--- src/rtl/combo_lock_ctrl.sv ---
// N-digit combination lock sequencer: edge-detected ENTER/GO/RESTART, BCD entry
// countdown, failed-attempt counting and timed lockout for the display/LED path.
//   state   | meaning
//   IDLE    | waiting for GO
//   ENTER   | collecting digits, entry countdown running
//   CHECK   | one-cycle verdict on the collected digits
//   OPEN    | correct code, held until RESTART
//   FAIL    | wrong code or timeout, held until RESTART
//   LOCKOUT | too many failures, all edges ignored until the timer expires
module combo_lock_ctrl #(
  parameter int                    NUM_DIGITS   = 4,
  parameter logic [4*NUM_DIGITS-1:0] COMBO      = 16'h1357,
  parameter int                    MAX_TRIES    = 3,
  parameter int                    ENTRY_SECS   = 30,
  parameter int                    LOCKOUT_SECS = 10
) (
  input  logic       clk,
  input  logic       RST_n,
  input  logic       tick,
  input  logic [3:0] digit_in,
  input  logic       ent,
  input  logic       go,
  input  logic       restart,
  output logic [5:0] state_led,
  output logic       unlocked,
  output logic       locked_out,
  output logic [2:0] digit_idx,
  output logic [3:0] tries_left,
  output logic [7:0] timer_bcd
);

  typedef enum logic [5:0] {
    S_IDLE  = 6'b000001,
    S_ENTER = 6'b000010,
    S_CHECK = 6'b000100,
    S_OPEN  = 6'b001000,
    S_FAIL  = 6'b010000,
    S_LOCK  = 6'b100000
  } state_t;

  localparam logic [7:0] ENTRY_BCD = {4'(ENTRY_SECS / 10), 4'(ENTRY_SECS % 10)};
  localparam logic [7:0] LOCK_BCD  = {4'(LOCKOUT_SECS / 10), 4'(LOCKOUT_SECS % 10)};
  localparam logic [3:0] MAX_T     = 4'(MAX_TRIES);
  localparam logic [2:0] LAST_IDX  = 3'(NUM_DIGITS - 1);

  state_t              r_state;
  logic                r_ent_q, r_go_q, r_rst_q;
  logic                r_mis;
  logic [2:0]          r_idx;
  logic [3:0]          r_tries;
  logic [7:0]          r_timer;

  logic                w_ent_e, w_go_e, w_rst_e;
  logic [2:0]          w_pos;
  logic [4*NUM_DIGITS-1:0] w_shift;
  logic [3:0]          w_exp;
  logic                w_bad;

  function automatic logic [7:0] bcd_dec(input logic [7:0] v);
    if (v == 8'h00)            return 8'h00;
    else if (v[3:0] == 4'd0)   return {v[7:4] - 4'd1, 4'd9};
    else                       return {v[7:4], v[3:0] - 4'd1};
  endfunction

  assign w_ent_e = ent & ~r_ent_q;
  assign w_go_e  = go & ~r_go_q;
  assign w_rst_e = restart & ~r_rst_q;

  // Digits are entered most-significant first, so index 0 sits at the top of COMBO.
  assign w_pos   = LAST_IDX - r_idx;
  assign w_shift = COMBO >> {w_pos, 2'b00};
  assign w_exp   = w_shift[3:0];
  assign w_bad   = (digit_in != w_exp) || (digit_in > 4'd9);

  assign state_led  = r_state;
  assign unlocked   = (r_state == S_OPEN);
  assign locked_out = (r_state == S_LOCK);
  assign digit_idx  = r_idx;
  assign tries_left = r_tries;
  assign timer_bcd  = r_timer;

  always_ff @(posedge clk or negedge RST_n) begin
    if (!RST_n) begin
      r_state <= S_IDLE;
      r_ent_q <= 1'b1;
      r_go_q  <= 1'b1;
      r_rst_q <= 1'b1;
      r_mis   <= 1'b0;
      r_idx   <= 3'd0;
      r_tries <= MAX_T;
      r_timer <= 8'h00;
    end else begin
      r_ent_q <= ent;
      r_go_q  <= go;
      r_rst_q <= restart;
      case (r_state)
        S_IDLE: begin
          if (w_go_e) begin
            r_state <= S_ENTER;
            r_idx   <= 3'd0;
            r_mis   <= 1'b0;
            r_timer <= ENTRY_BCD;
          end
        end
        S_ENTER: begin
          if (w_rst_e) begin
            r_state <= S_IDLE;
            r_idx   <= 3'd0;
          end else begin
            if (w_ent_e) begin
              r_mis <= r_mis | w_bad;
              if (r_idx == LAST_IDX) r_state <= S_CHECK;
              else                   r_idx   <= r_idx + 3'd1;
            end
            if (tick) begin
              r_timer <= bcd_dec(r_timer);
              // Window expiry with no digit this cycle: fail immediately, skipping CHECK.
              if (!w_ent_e && r_timer == 8'h01) begin
                r_mis <= 1'b1;
                if (r_tries <= 4'd1) begin
                  r_tries <= 4'd0;
                  r_state <= S_LOCK;
                  r_timer <= LOCK_BCD;
                end else begin
                  r_tries <= r_tries - 4'd1;
                  r_state <= S_FAIL;
                end
              end
            end
          end
        end
        S_CHECK: begin
          if (!r_mis) begin
            r_state <= S_OPEN;
            r_tries <= MAX_T;
          end else if (r_tries <= 4'd1) begin
            r_tries <= 4'd0;
            r_state <= S_LOCK;
            r_timer <= LOCK_BCD;
          end else begin
            r_tries <= r_tries - 4'd1;
            r_state <= S_FAIL;
          end
        end
        S_OPEN, S_FAIL: begin
          if (w_rst_e) begin
            r_state <= S_IDLE;
            r_idx   <= 3'd0;
          end
        end
        S_LOCK: begin
          if (tick) begin
            if (r_timer == 8'h01) begin
              r_timer <= 8'h00;
              r_tries <= MAX_T;
              r_state <= S_IDLE;
              r_idx   <= 3'd0;
            end else begin
              r_timer <= bcd_dec(r_timer);
            end
          end
        end
        default: r_state <= S_IDLE;
      endcase
    end
  end

endmodule

--- config.mk ---
export PLATFORM = sky130hd
export DESIGN_NAME = combo_lock_ctrl
export DESIGN_NICKNAME = d
export VERILOG_FILES = /design/src/rtl/combo_lock_ctrl.sv
export SDC_FILE = /design/constraint.sdc
export NUM_CORES = 1
export LEC_CHECK = 0
export ABC_CLOCK_PERIOD_IN_PS = 2500
export BUFFER_PORTS_ARGS = -buffer_cell sky130_fd_sc_hd__buf_2
export CORE_MARGIN = 3
export CORE_UTILIZATION = 30
export CTS_BUF_LIST = sky130_fd_sc_hd__clkbuf_8
export DETAILED_ROUTE_END_ITERATION = 16
export HOLD_SLACK_MARGIN = 0.1
export PLACE_DENSITY = 0.45
export SYNTH_ARGS = -nofsm -noshare
export SYNTH_HDL_FRONTEND = slang
export SYNTH_SLANG_ARGS = --single-unit
export TNS_END_PERCENT = 10
--- constraint.sdc ---
create_clock -name clk -period 2.5 [get_ports clk]
set_clock_uncertainty 0.05 [all_clocks]
set_input_delay 0.5 -clock clk [delete_from_list [all_inputs] [get_ports clk]]
set_output_delay 0.5 -clock clk [all_outputs]
set_load 0.02 [all_outputs]
==> run metrics <==
outcome finished, final reports clean; final RePlAce weighted congestion about 0.82; Cell variety after synth 64; mux cell area share after synthesis 0.0138; CTS Buffer Depth 2; DR iter-0 viols about 100; syn_nets 226; Final min period 2.34 ns; Simple-Gate Fraction of Synth Area 0.260; Num CTS Buffers 3; first-pass GRT wire length between 8000 and 9000 um; IO Port Bufs 32; WS Path Type reg -> reg; DP HPWL 4170 um; Post-synth EDFFs 0; # setup viols final 0; Hold-fix buffers, CTS 0; CP startpoint kind register; clk sinks 25; Die H 85.8 um; share of the synthesized area in the top cell type 0.249; Final Instance Area 2260 um^2; most frequent cells in the layout 32 x buf_2, 19 x dfrtp_1, 17 x buf_4; Clock Latency Late Sink 0.27 ns; RSZ-0062 raised after global routing no; Compound-Gate Fraction of Synth Area 0.280; # diodes 0; Via Count 1780; Hold Crit Class in -> async; Pins Over Slew Limit 0; Main synth FF type dfrtp_1; area delta synth->final 18.4%; floorplan core area 6030 um^2; Syn. warnings 0; Slew HR 0.601; post-route ant nets 0; fin cells 330; main combinational cell family by area after synthesis compound AO/OA/AOI/OAI gates; Area after DPL 2210 um^2; aggregate negative setup slack 0 ns; GR Overflow Total 0; clock-pin slew on the worst setup and hold paths roughly 0.10 ns; Max Clock Freq 428 MHz; CTS tree yes; Hold Worst Slack ~0.17 ns; htree depth 1; CP required 2.62 ns; Worst Reg2Reg Path Length in Cells 8; Initial Util 0.317; GRT Overall Usage 0.150; DP Cell Count 326; clock root buffer clkbuf_8; commonest non-fill, non-tap cell in the layout buf_2; Slew @ Worst Pin 0.598 ns; Post-Syn Area 1910 um^2; initial antenna violation count 0; post-synthesis adder-cell area fraction 0.0393; max-cap viol count 0; pin count of the biggest net entering global routing 26; power per cell area 991 nW/um^2; WP data arrival between 2 and 2.5 ns; Top-Level Pins 33; worst r2r dst tries_left[2]; drt first pass iters 4; Peak VDD IR 0.472 mV; Fin. Hold Viols 0; asr flop ratio synth 1.00; fin crit share 0.935; row cnt 28; worst r2r src timer_bcd[1]; Die X around 86 um; area leader, netlist dfrtp_1; die area 7360 um^2; cts repair resizes 0; DRT Wirelength about 5300 um; CP max FO 5; DRC Markers 0; cell count after synthesis 210; critical path capture point type register; FF-to-FF setup slack 0.16 ns; Area contributors post-synth dfrtp_1 25%, dfstp_2 8.3%, o21ai_0 4.2%; Via density 5.39; syn_area_per_cell 9.09 um^2; FF+latch count, synth 25; Avg WL per Cell 16.2 um; number of global-route vias before repair 1703; Post-CTS Setup Inserts 0; Nets 272; leak pwr between 0.9 and 1 nW; proportion of layout cells with a drive suffix above 1 0.294; post-synthesis sequential area ratio 0.332; xor and xnor area share after synthesis 0.0138
[state kept, by name (all words and copies together), names as in the netlist]
register,count
digit_idx,3
r_ent_q,1
r_go_q,1
r_mis,1
r_rst_q,1
state_led,6
timer_bcd,8
tries_left,4
[cells in the mapped netlist (3+ instances only)]
cell type and n:
inv_1 11, nor3_1 8, nand2b_1 7, nand3_1 6, buf_6 5, a21oi_1 9
nand4_1 4, nor2b_1 7, o21ai_0 16, and2_1 3, dfstp_2 6, nand2_1 9
nor2_1 16, or2_1 3, ha_1 6, nor3b_1 3, a32oi_1 3, o31ai_1 9
dfrtp_1 19, a211oi_1 5, xor2_1 3
[layer usage]
metal / GRT usage / share of wire / vias to the layer above
li1: - / - / 890
met4: 0.0288 / 0.011 / 0
met3: 0.0269 / 0.049 / 4
met5: 0 / 0 / -
met2: 0.246 / 0.46 / 46
met1: 0.207 / 0.48 / 840
[layout make-up]
cell class	instances	area (um^2)
multi-input cells	166	1160
clock inverters	1	5.00
well taps	75	93.8
repair buffers	49	288
flip-flops and latches	25	633
clock buffers	3	41.3
fillers	639	3760
inverters	11	41.3
[kinds of logic after synthesis]
family / Yosys count
multiplexers: 2
buffers and inverters: 19
XOR/XNOR: 3
flip-flops: 25
AO/OA/AOI/OAI: 71
adder cells (fa/ha/maj): 6
AND/OR/NAND/NOR: 84
[report_power, final]
group,switching [mW],internal [mW],total (mW)
logic,0.762,0.565,1.33
registers,0.131,0.529,0.660
clock network,0.142,0.112,0.254
[worst max-delay path, stage by stage (launching register included)]
cell     delay, ns
dfrtp_1       0.42
inv_1         0.09
ha_1          0.13
nor3b_1       0.36
buf_4         0.19
nand4_1       0.12
o21a_1        0.27
or2_1         0.29
o41ai_1       0.32
[worst max path at each step]
| stage | start | endpoint | slack (ns) | cells past startpoint |
|---|---|---|---|---|
| after floorplan | timer_bcd[4] | digit_idx[0] | 0.16 | 7 |
| after detailed placement | timer_bcd[1] | digit_idx[0] | 0.19 | 7 |
| after CTS | timer_bcd[1] | digit_idx[0] | 0.16 | 7 |
| final | timer_bcd[1] | tries_left[2] | 0.16 | 8 |
| after global placement | timer_bcd[1] | digit_idx[0] | 0.16 | 7 |
| after global routing | timer_bcd[1] | tries_left[2] | 0.02 | 8 |
[through the flow]
step	total power [mW]	utilization	worst slack, ns
2_1_floorplan	1.59	-	0.157
3_3_place_gp	2.02	0.368	0.162
3_5_place_dp	1.99	0.368	0.185
4_1_cts	2.26	0.375	0.155
5_1_grt	2.43	0.375	0.0157
6_report	2.24	0.375	0.161
(Power assumes the default switching activity.)
